[src/rtl/lsu_ctrl.sv]
// ---------------------------------------------------------------------------
// lsu_ctrl -- load/store sequencing controller for the RV32I MEM stage.
//
// Issues exactly one data-memory bus transaction per valid load/store,
// holds the pipeline with `stall` until the transaction completes, formats
// store data/byte strobes and aligns + sign/zero-extends load data.
// Misaligned or illegal accesses and bus timeouts raise a one-cycle o_fault.
//
// Ports
//   clk, rst           : clock (rising edge), asynchronous active-high reset
//   i_valid            : MEM-stage instruction valid
//   i_DM_OE / i_DM_WE  : load / store (both set -> treated as store)
//   i_funct3           : access size/sign (B, H, W, BU, HU)
//   i_addr             : byte address
//   i_wdata            : store source data (rs2)
//   stall              : freeze all pipeline registers (combinational)
//   o_DM_data          : formatted load data (registered)
//   o_fault            : one-cycle fault pulse (registered)
//   mem_req_*          : bus request channel (valid/ready handshake)
//   mem_rsp_*          : bus response channel (read data or write ack)
// ---------------------------------------------------------------------------
module lsu_ctrl #(
  parameter int TIMEOUT_CYC = 255,  // max WAIT cycles before abort, 0 = never
  parameter int CNT_W       = 8     // timeout counter width, 2^CNT_W > TIMEOUT_CYC
) (
  input  logic        clk,
  input  logic        rst,
  input  logic        i_valid,
  input  logic        i_DM_OE,
  input  logic        i_DM_WE,
  input  logic [2:0]  i_funct3,
  input  logic [31:0] i_addr,
  input  logic [31:0] i_wdata,
  output logic        stall,
  output logic [31:0] o_DM_data,
  output logic        o_fault,
  output logic        mem_req_valid,
  input  logic        mem_req_ready,
  output logic        mem_req_we,
  output logic [31:0] mem_req_addr,
  output logic [31:0] mem_req_wdata,
  output logic [3:0]  mem_req_wstrb,
  input  logic        mem_rsp_valid,
  input  logic [31:0] mem_rsp_rdata
);

  typedef enum logic [1:0] {
    ST_IDLE = 2'd0,
    ST_REQ  = 2'd1,
    ST_WAIT = 2'd2,
    ST_DONE = 2'd3
  } state_t;

  state_t            state_reg, state_next;
  logic [CNT_W-1:0]  cnt_reg, cnt_next;
  logic              req_valid_reg, req_valid_next;
  logic              req_we_reg, req_we_next;
  logic [31:0]       req_addr_reg, req_addr_next;
  logic [31:0]       req_wdata_reg, req_wdata_next;
  logic [3:0]        req_wstrb_reg, req_wstrb_next;
  logic [31:0]       dm_data_reg, dm_data_next;
  logic              fault_reg, fault_next;
  // Access attributes needed when the response comes back.
  logic              ld_reg, ld_next;
  logic [2:0]        f3_reg, f3_next;
  logic [1:0]        lane_reg, lane_next;

  // -------------------------------------------------------------------------
  // Request decode
  // -------------------------------------------------------------------------
  logic access;
  logic is_store;
  logic size_b, size_h, size_w;
  logic bad_f3, bad_align, bad;

  assign access   = i_valid & (i_DM_OE | i_DM_WE);
  assign is_store = i_DM_WE;  // store wins when both enables are set

  assign size_b = (i_funct3[1:0] == 2'b00);
  assign size_h = (i_funct3[1:0] == 2'b01);
  assign size_w = (i_funct3[1:0] == 2'b10);

  // 011, 11x are never legal; unsigned variants (1xx) make no sense for stores.
  assign bad_f3    = (i_funct3 == 3'b011) | (i_funct3[2:1] == 2'b11) |
                     (is_store & i_funct3[2]);
  assign bad_align = (size_h & i_addr[0]) | (size_w & (i_addr[1:0] != 2'b00));
  assign bad       = bad_f3 | bad_align;

  // -------------------------------------------------------------------------
  // Store formatting: replicate the source across all byte lanes so the
  // strobes alone select the written bytes.
  // -------------------------------------------------------------------------
  logic [31:0] st_wdata;
  logic [3:0]  st_wstrb;

  genvar gi;
  for (gi = 0; gi < 4; gi++) begin : g_lane
    localparam logic [1:0] LANE = 2'(gi);
    localparam int         HSRC = 8 * (gi % 2);

    assign st_wdata[8*gi +: 8] = size_w ? i_wdata[8*gi +: 8] :
                                 size_h ? i_wdata[HSRC +: 8] :
                                          i_wdata[7:0];

    // Loads never drive strobes.
    assign st_wstrb[gi] = is_store & (size_w |
                                      (size_h & (i_addr[1] == LANE[1])) |
                                      (size_b & (i_addr[1:0] == LANE)));
  end

  // -------------------------------------------------------------------------
  // Load formatting from the latched size/sign and byte offset. Only the low
  // halfword of the shifted word is ever needed for sub-word loads.
  // -------------------------------------------------------------------------
  logic [15:0] sh_lo;
  logic [31:0] ld_fmt;

  assign sh_lo = 16'(mem_rsp_rdata >> {lane_reg, 3'b000});

  always_comb begin
    ld_fmt = mem_rsp_rdata;
    case (f3_reg)
      3'b000:  ld_fmt = {{24{sh_lo[7]}}, sh_lo[7:0]};
      3'b001:  ld_fmt = {{16{sh_lo[15]}}, sh_lo};
      3'b100:  ld_fmt = {24'd0, sh_lo[7:0]};
      3'b101:  ld_fmt = {16'd0, sh_lo};
      default: ld_fmt = mem_rsp_rdata;
    endcase
  end

  // -------------------------------------------------------------------------
  // Timeout: the counter holds the number of WAIT cycles already spent
  // without a response; abort when this cycle would make it TIMEOUT_CYC.
  // -------------------------------------------------------------------------
  logic [CNT_W-1:0] cnt_inc;
  logic             timeout_hit;

  assign cnt_inc     = cnt_reg + 1'b1;
  assign timeout_hit = (TIMEOUT_CYC != 0) && (32'(cnt_inc) == TIMEOUT_CYC);

  // -------------------------------------------------------------------------
  // FSM: next state, next register values and stall
  // -------------------------------------------------------------------------
  always_comb begin
    state_next     = state_reg;
    cnt_next       = cnt_reg;
    req_valid_next = req_valid_reg;
    req_we_next    = req_we_reg;
    req_addr_next  = req_addr_reg;
    req_wdata_next = req_wdata_reg;
    req_wstrb_next = req_wstrb_reg;
    dm_data_next   = dm_data_reg;
    fault_next     = 1'b0;
    ld_next        = ld_reg;
    f3_next        = f3_reg;
    lane_next      = lane_reg;
    stall          = 1'b0;

    case (state_reg)
      ST_IDLE: begin
        if (access) begin
          if (bad) begin
            // Rejected without bus traffic; the pipeline is not held.
            fault_next = 1'b1;
          end else begin
            stall          = 1'b1;
            state_next     = ST_REQ;
            req_valid_next = 1'b1;
            req_we_next    = is_store;
            req_addr_next  = {i_addr[31:2], 2'b00};
            req_wdata_next = st_wdata;
            req_wstrb_next = st_wstrb;
            ld_next        = ~is_store;
            f3_next        = i_funct3;
            lane_next      = i_addr[1:0];
          end
        end
      end

      ST_REQ: begin
        stall = 1'b1;
        if (mem_req_ready) begin
          req_valid_next = 1'b0;
          cnt_next       = '0;
          state_next     = ST_WAIT;
        end
      end

      ST_WAIT: begin
        stall = 1'b1;
        if (mem_rsp_valid) begin
          if (ld_reg) begin
            dm_data_next = ld_fmt;
          end
          state_next = ST_DONE;
        end else begin
          cnt_next = cnt_inc;
          if (timeout_hit) begin
            fault_next   = 1'b1;
            dm_data_next = '0;
            state_next   = ST_DONE;
          end
        end
      end

      ST_DONE: begin
        // Pipeline advances at the end of this cycle; the held instruction
        // is still on the inputs, so it must not be looked at here.
        state_next = ST_IDLE;
      end

      default: state_next = ST_IDLE;
    endcase
  end

  // -------------------------------------------------------------------------
  // State and output registers
  // -------------------------------------------------------------------------
  always_ff @(posedge clk or posedge rst) begin
    if (rst) begin
      state_reg     <= ST_IDLE;
      cnt_reg       <= '0;
      req_valid_reg <= 1'b0;
      req_we_reg    <= 1'b0;
      req_addr_reg  <= '0;
      req_wdata_reg <= '0;
      req_wstrb_reg <= '0;
      dm_data_reg   <= '0;
      fault_reg     <= 1'b0;
      ld_reg        <= 1'b0;
      f3_reg        <= '0;
      lane_reg      <= '0;
    end else begin
      state_reg     <= state_next;
      cnt_reg       <= cnt_next;
      req_valid_reg <= req_valid_next;
      req_we_reg    <= req_we_next;
      req_addr_reg  <= req_addr_next;
      req_wdata_reg <= req_wdata_next;
      req_wstrb_reg <= req_wstrb_next;
      dm_data_reg   <= dm_data_next;
      fault_reg     <= fault_next;
      ld_reg        <= ld_next;
      f3_reg        <= f3_next;
      lane_reg      <= lane_next;
    end
  end

  assign mem_req_valid = req_valid_reg;
  assign mem_req_we    = req_we_reg;
  assign mem_req_addr  = req_addr_reg;
  assign mem_req_wdata = req_wdata_reg;
  assign mem_req_wstrb = req_wstrb_reg;
  assign o_DM_data     = dm_data_reg;
  assign o_fault       = fault_reg;

endmodule

[config.mk]
export PLATFORM = sky130hd
export DESIGN_NAME = lsu_ctrl
export DESIGN_NICKNAME = d
export VERILOG_FILES = /design/src/rtl/lsu_ctrl.sv
export SDC_FILE = /design/constraint.sdc
export NUM_CORES = 1
export LEC_CHECK = 0
export BUFFER_PORTS_ARGS = -buffer_cell sky130_fd_sc_hd__buf_2
export CAP_MARGIN = 20
export CORE_ASPECT_RATIO = 0.6
export CORE_MARGIN = 1
export CORE_UTILIZATION = 45
export CTS_CLUSTER_DIAMETER = 100
export DETAILED_ROUTE_END_ITERATION = 16
export GPL_TIMING_DRIVEN = 0
export PLACE_DENSITY = 0.84
export SYNTH_ARGS = -nofsm -noshare
export SYNTH_HDL_FRONTEND = slang
export SYNTH_SLANG_ARGS = --single-unit
[constraint.sdc]
create_clock -name clk -period 8.63 [get_ports clk]
set_input_delay 0.863 -clock clk [delete_from_list [all_inputs] [get_ports clk]]
set_output_delay 0.863 -clock clk [all_outputs]
set_load 0.03 [all_outputs]
==> impl_metrics.py <==
metrics = {
    "timing": {
        "hold_violations": 0,
        "slew_headroom_pct": 50.6,
        "tightestPinTransition_ps": 741,
        "finalSetupViolCount": 0,
        "rsz0062_at_grt": "no",
        "hold_slack_ps": 471,
        "finalMaxSlewViolations": 0,
        "post-route-min-period_ps": 4070,
        "finalCritPeriodShare_pct": 47.1,
        "fin_setup_tns_ps": 0,
        "skew_ps": 10.5,
        "clock.fmax_mhz": 246,
    },
    "hold_path": {
        "min_path_type": "reg2reg",
    },
    "floorplanning": {
        "rows": 30,
        "die_area_um2": 12700,
        "start_util_pct": 47.3,
        "io_pins": 210,
        "fp.dieW_um": 145,
        "core_area_um2": 11600,
        "die_h_um": 87.6,
    },
    "worst_setup_path": {
        "cp.required_ps": 7770,
        "critPathMaxFanout": 10,
        "startpoint_type": "primary input",
        "worstSetupPathType": "in2out",
        "cp-end-kind": "primary output",
        "arrival_ps": 3210,
    },
    "layout": {
        "syn_to_final_growth_pct": 34.0,
        "finalInstanceArea_um2": 7350,
        "drive_gt1_share_pct": 39.7,
        "multi_input_area_um2": 2390,
        "fin_util_pct": 63.4,
        "final_nets": 839,
        "fillers": 947,
        "antenna_cells": 0,
        "register_area_um2": 2930,
    },
    "clocking": {
        "cts_tree": "yes",
        "clk_path_buf_depth": 2,
        "ctsRootBufferMaster": "clkbuf_16",
        "ctsHoldBuffers": 0,
        "post_cts_buffers": 0,
        "numCtsBuffers": 17,
        "clkTransAtPathRegs_ps": 50,
        "clock_latency_ps": 410,
        "cts_sinks": 117,
        "h-tree-depth": 4,
        "cts-resized-gates": 0,
    },
    "power_and_ir_drop": {
        "seq_power_share_pct": 31.6,
        "p_switching_mw": 1.32,
        "switching_share_pct": 43.8,
        "leakage_nw": 3.68,
        "pwr-share-comb_pct": 44.8,
        "p_int_mw": 1.69,
        "power_mw": 3.00,
        "vdd_ir_drop_max_mv": 0.207,
        "power.density_nw_per_um2": 408,
        "p_clk_share_pct": 23.7,
    },
    "synthesis": {
        "postSynthCellCount": 500,
        "synth_enable_flop_cells": 0,
        "synth_warnings": 0,
        "synth_top_area_share_pct": 53.3,
        "yosysMostFrequentCell": "dfrtp_1",
        "async_reset_ff_share_pct": 100,
        "yosysUniqueCellTypes": 44,
        "ys_seq_area_share_pct": 53.3,
        "synthTopCellsByArea": "dfrtp_1 53%, mux2_2 8.8%, o21ai_0 5.6%, mux2i_1 5.5%, nand2_1 3.5%",
        "synth_seq_cells": 117,
        "synth_commonest_cells": "117 x dfrtp_1, 61 x o21ai_0, 51 x nand2_1",
        "synth_area_um2": 5490,
        "yosysTopAreaCell": "dfrtp_1",
        "dominantRegCellSynth": "dfrtp_1",
        "syn_avg_cell_area_um2": 11.0,
    },
    "placement": {
        "gp_congestion": 0.893,
        "portBuffers": 206,
        "dp_hpwl_um": 12100,
        "place_area_um2": 6750,
    },
    "detailed_routing": {
        "drc": 0,
        "wl_per_cell_um": 18.0,
        "vias": 5027,
        "wl_um": 16200,
        "detail-route-antenna-nets": 0,
        "avgViaCountPerCell": 5.59,
        "drtIter0Drc": 315,
        "firstDrtPassIters": 5,
    },
    "global_routing": {
        "track_usage_pct": 25.8,
        "grt_pass1_vias": 4897,
        "grt_pass1_wl_um": 24700,
        "grt_max_degree": 76,
        "antenna_found_initial": 0,
        "gr-total-overflow": 0,
    },
    "run": {
        "cap_violations": 0,
    },
    "status": {
        "status": "finished clean",
    },
}
==> path summary, 6_finish.rpt <==
check	startpoint	endpoint	slack, ps	depth (start not counted)
hold reg to reg	mem_req_wstrb[3]	mem_req_wstrb[3]	470	2
max in group asynchronous	rst	o_fault	7360	3
setup reg to reg	state_reg[0]	mem_req_wdata[19]	6280	7
setup / recovery	i_funct3[0]	stall	4560	7
min in group asynchronous	rst	mem_req_addr[14]	510	2
hold / removal	mem_req_wstrb[3]	mem_req_wstrb[3]	470	2
==> logic make-up (layout without fill, tap and decap cells) <==
kind of cell,count (synthesis),in the layout,share of synthesized area (%)
AO/OA/AOI/OAI,148,148,18.1
XOR/XNOR,2,2,0.319
adder cells (fa/ha/maj),6,6,1.37
buffers and inverters,41,280,3.24
flip-flops,117,117,53.3
multiplexers,74,74,14.7
other,1,2,0.0683
AND/OR/NAND/NOR,111,111,8.82
==> worst max-delay path, cell delays in order <==
cell and delay [ps]:
buf_2 140, o41ai_1 620, nand3_1 400, clkbuf_1 380
clkbuf_1 340, a21oi_1 230, buf_2 230
==> layout by cell type, fill, tap and decap left out, types with 17 or more instances in the layout <==
master     count
mux2_2        43
clkbuf_1      24
mux2i_1       30
o21ai_0       61
nand2_1       51
a21oi_1       20
a221o_1       17
nor2_1        30
buf_2        207
clkbuf_16     17
dfrtp_1      117
==> power groups by stage <==
stage	Clock (mW)	Sequential (mW)	Combinational (mW)
after floorplan	0	1.38	0.482
after global placement	0	0.931	1.31
after detailed placement	0	0.951	1.34
after CTS	0.719	0.947	1.35
after global routing	0.743	0.975	1.44
final	0.711	0.947	1.34
==> area by class of cell <==
| class | count | share of cell area (%) |
|---|---|---|
| Sequential cell | 117 | 39.8 |
| Multi-Input combinational cell | 343 | 32.5 |
| Timing Repair Buffer | 207 | 14.4 |
| Clock buffer | 19 | 6.16 |
| Tap cell | 160 | 2.72 |
| Buffer | 33 | 2.01 |
| Clock inverter | 13 | 1.99 |
| Inverter | 8 | 0.442 |
==> metal layers <==
| metal | track usage [%] | wire (µm) | vias to the layer above |
|---|---|---|---|
| met1 | 33.9 | 6980 | 2447 |
| met3 | 7.71 | 1500 | 24 |
| met2 | 41.2 | 7450 | 276 |
| li1 | - | - | 2280 |
| met4 | 8.80 | 253 | 0 |
| met5 | 0 | 0 | - |
==> stage by stage <==
stage / setup slack (ps) / instances
floorplan: 4670 / 501
global placement: 3570 / 867
detailed placement: 4600 / 868
CTS: 4600 / 900
global route: 4350 / 900
finish: 4560 / 900
No activity file was read; power rests on OpenSTA's default activity.
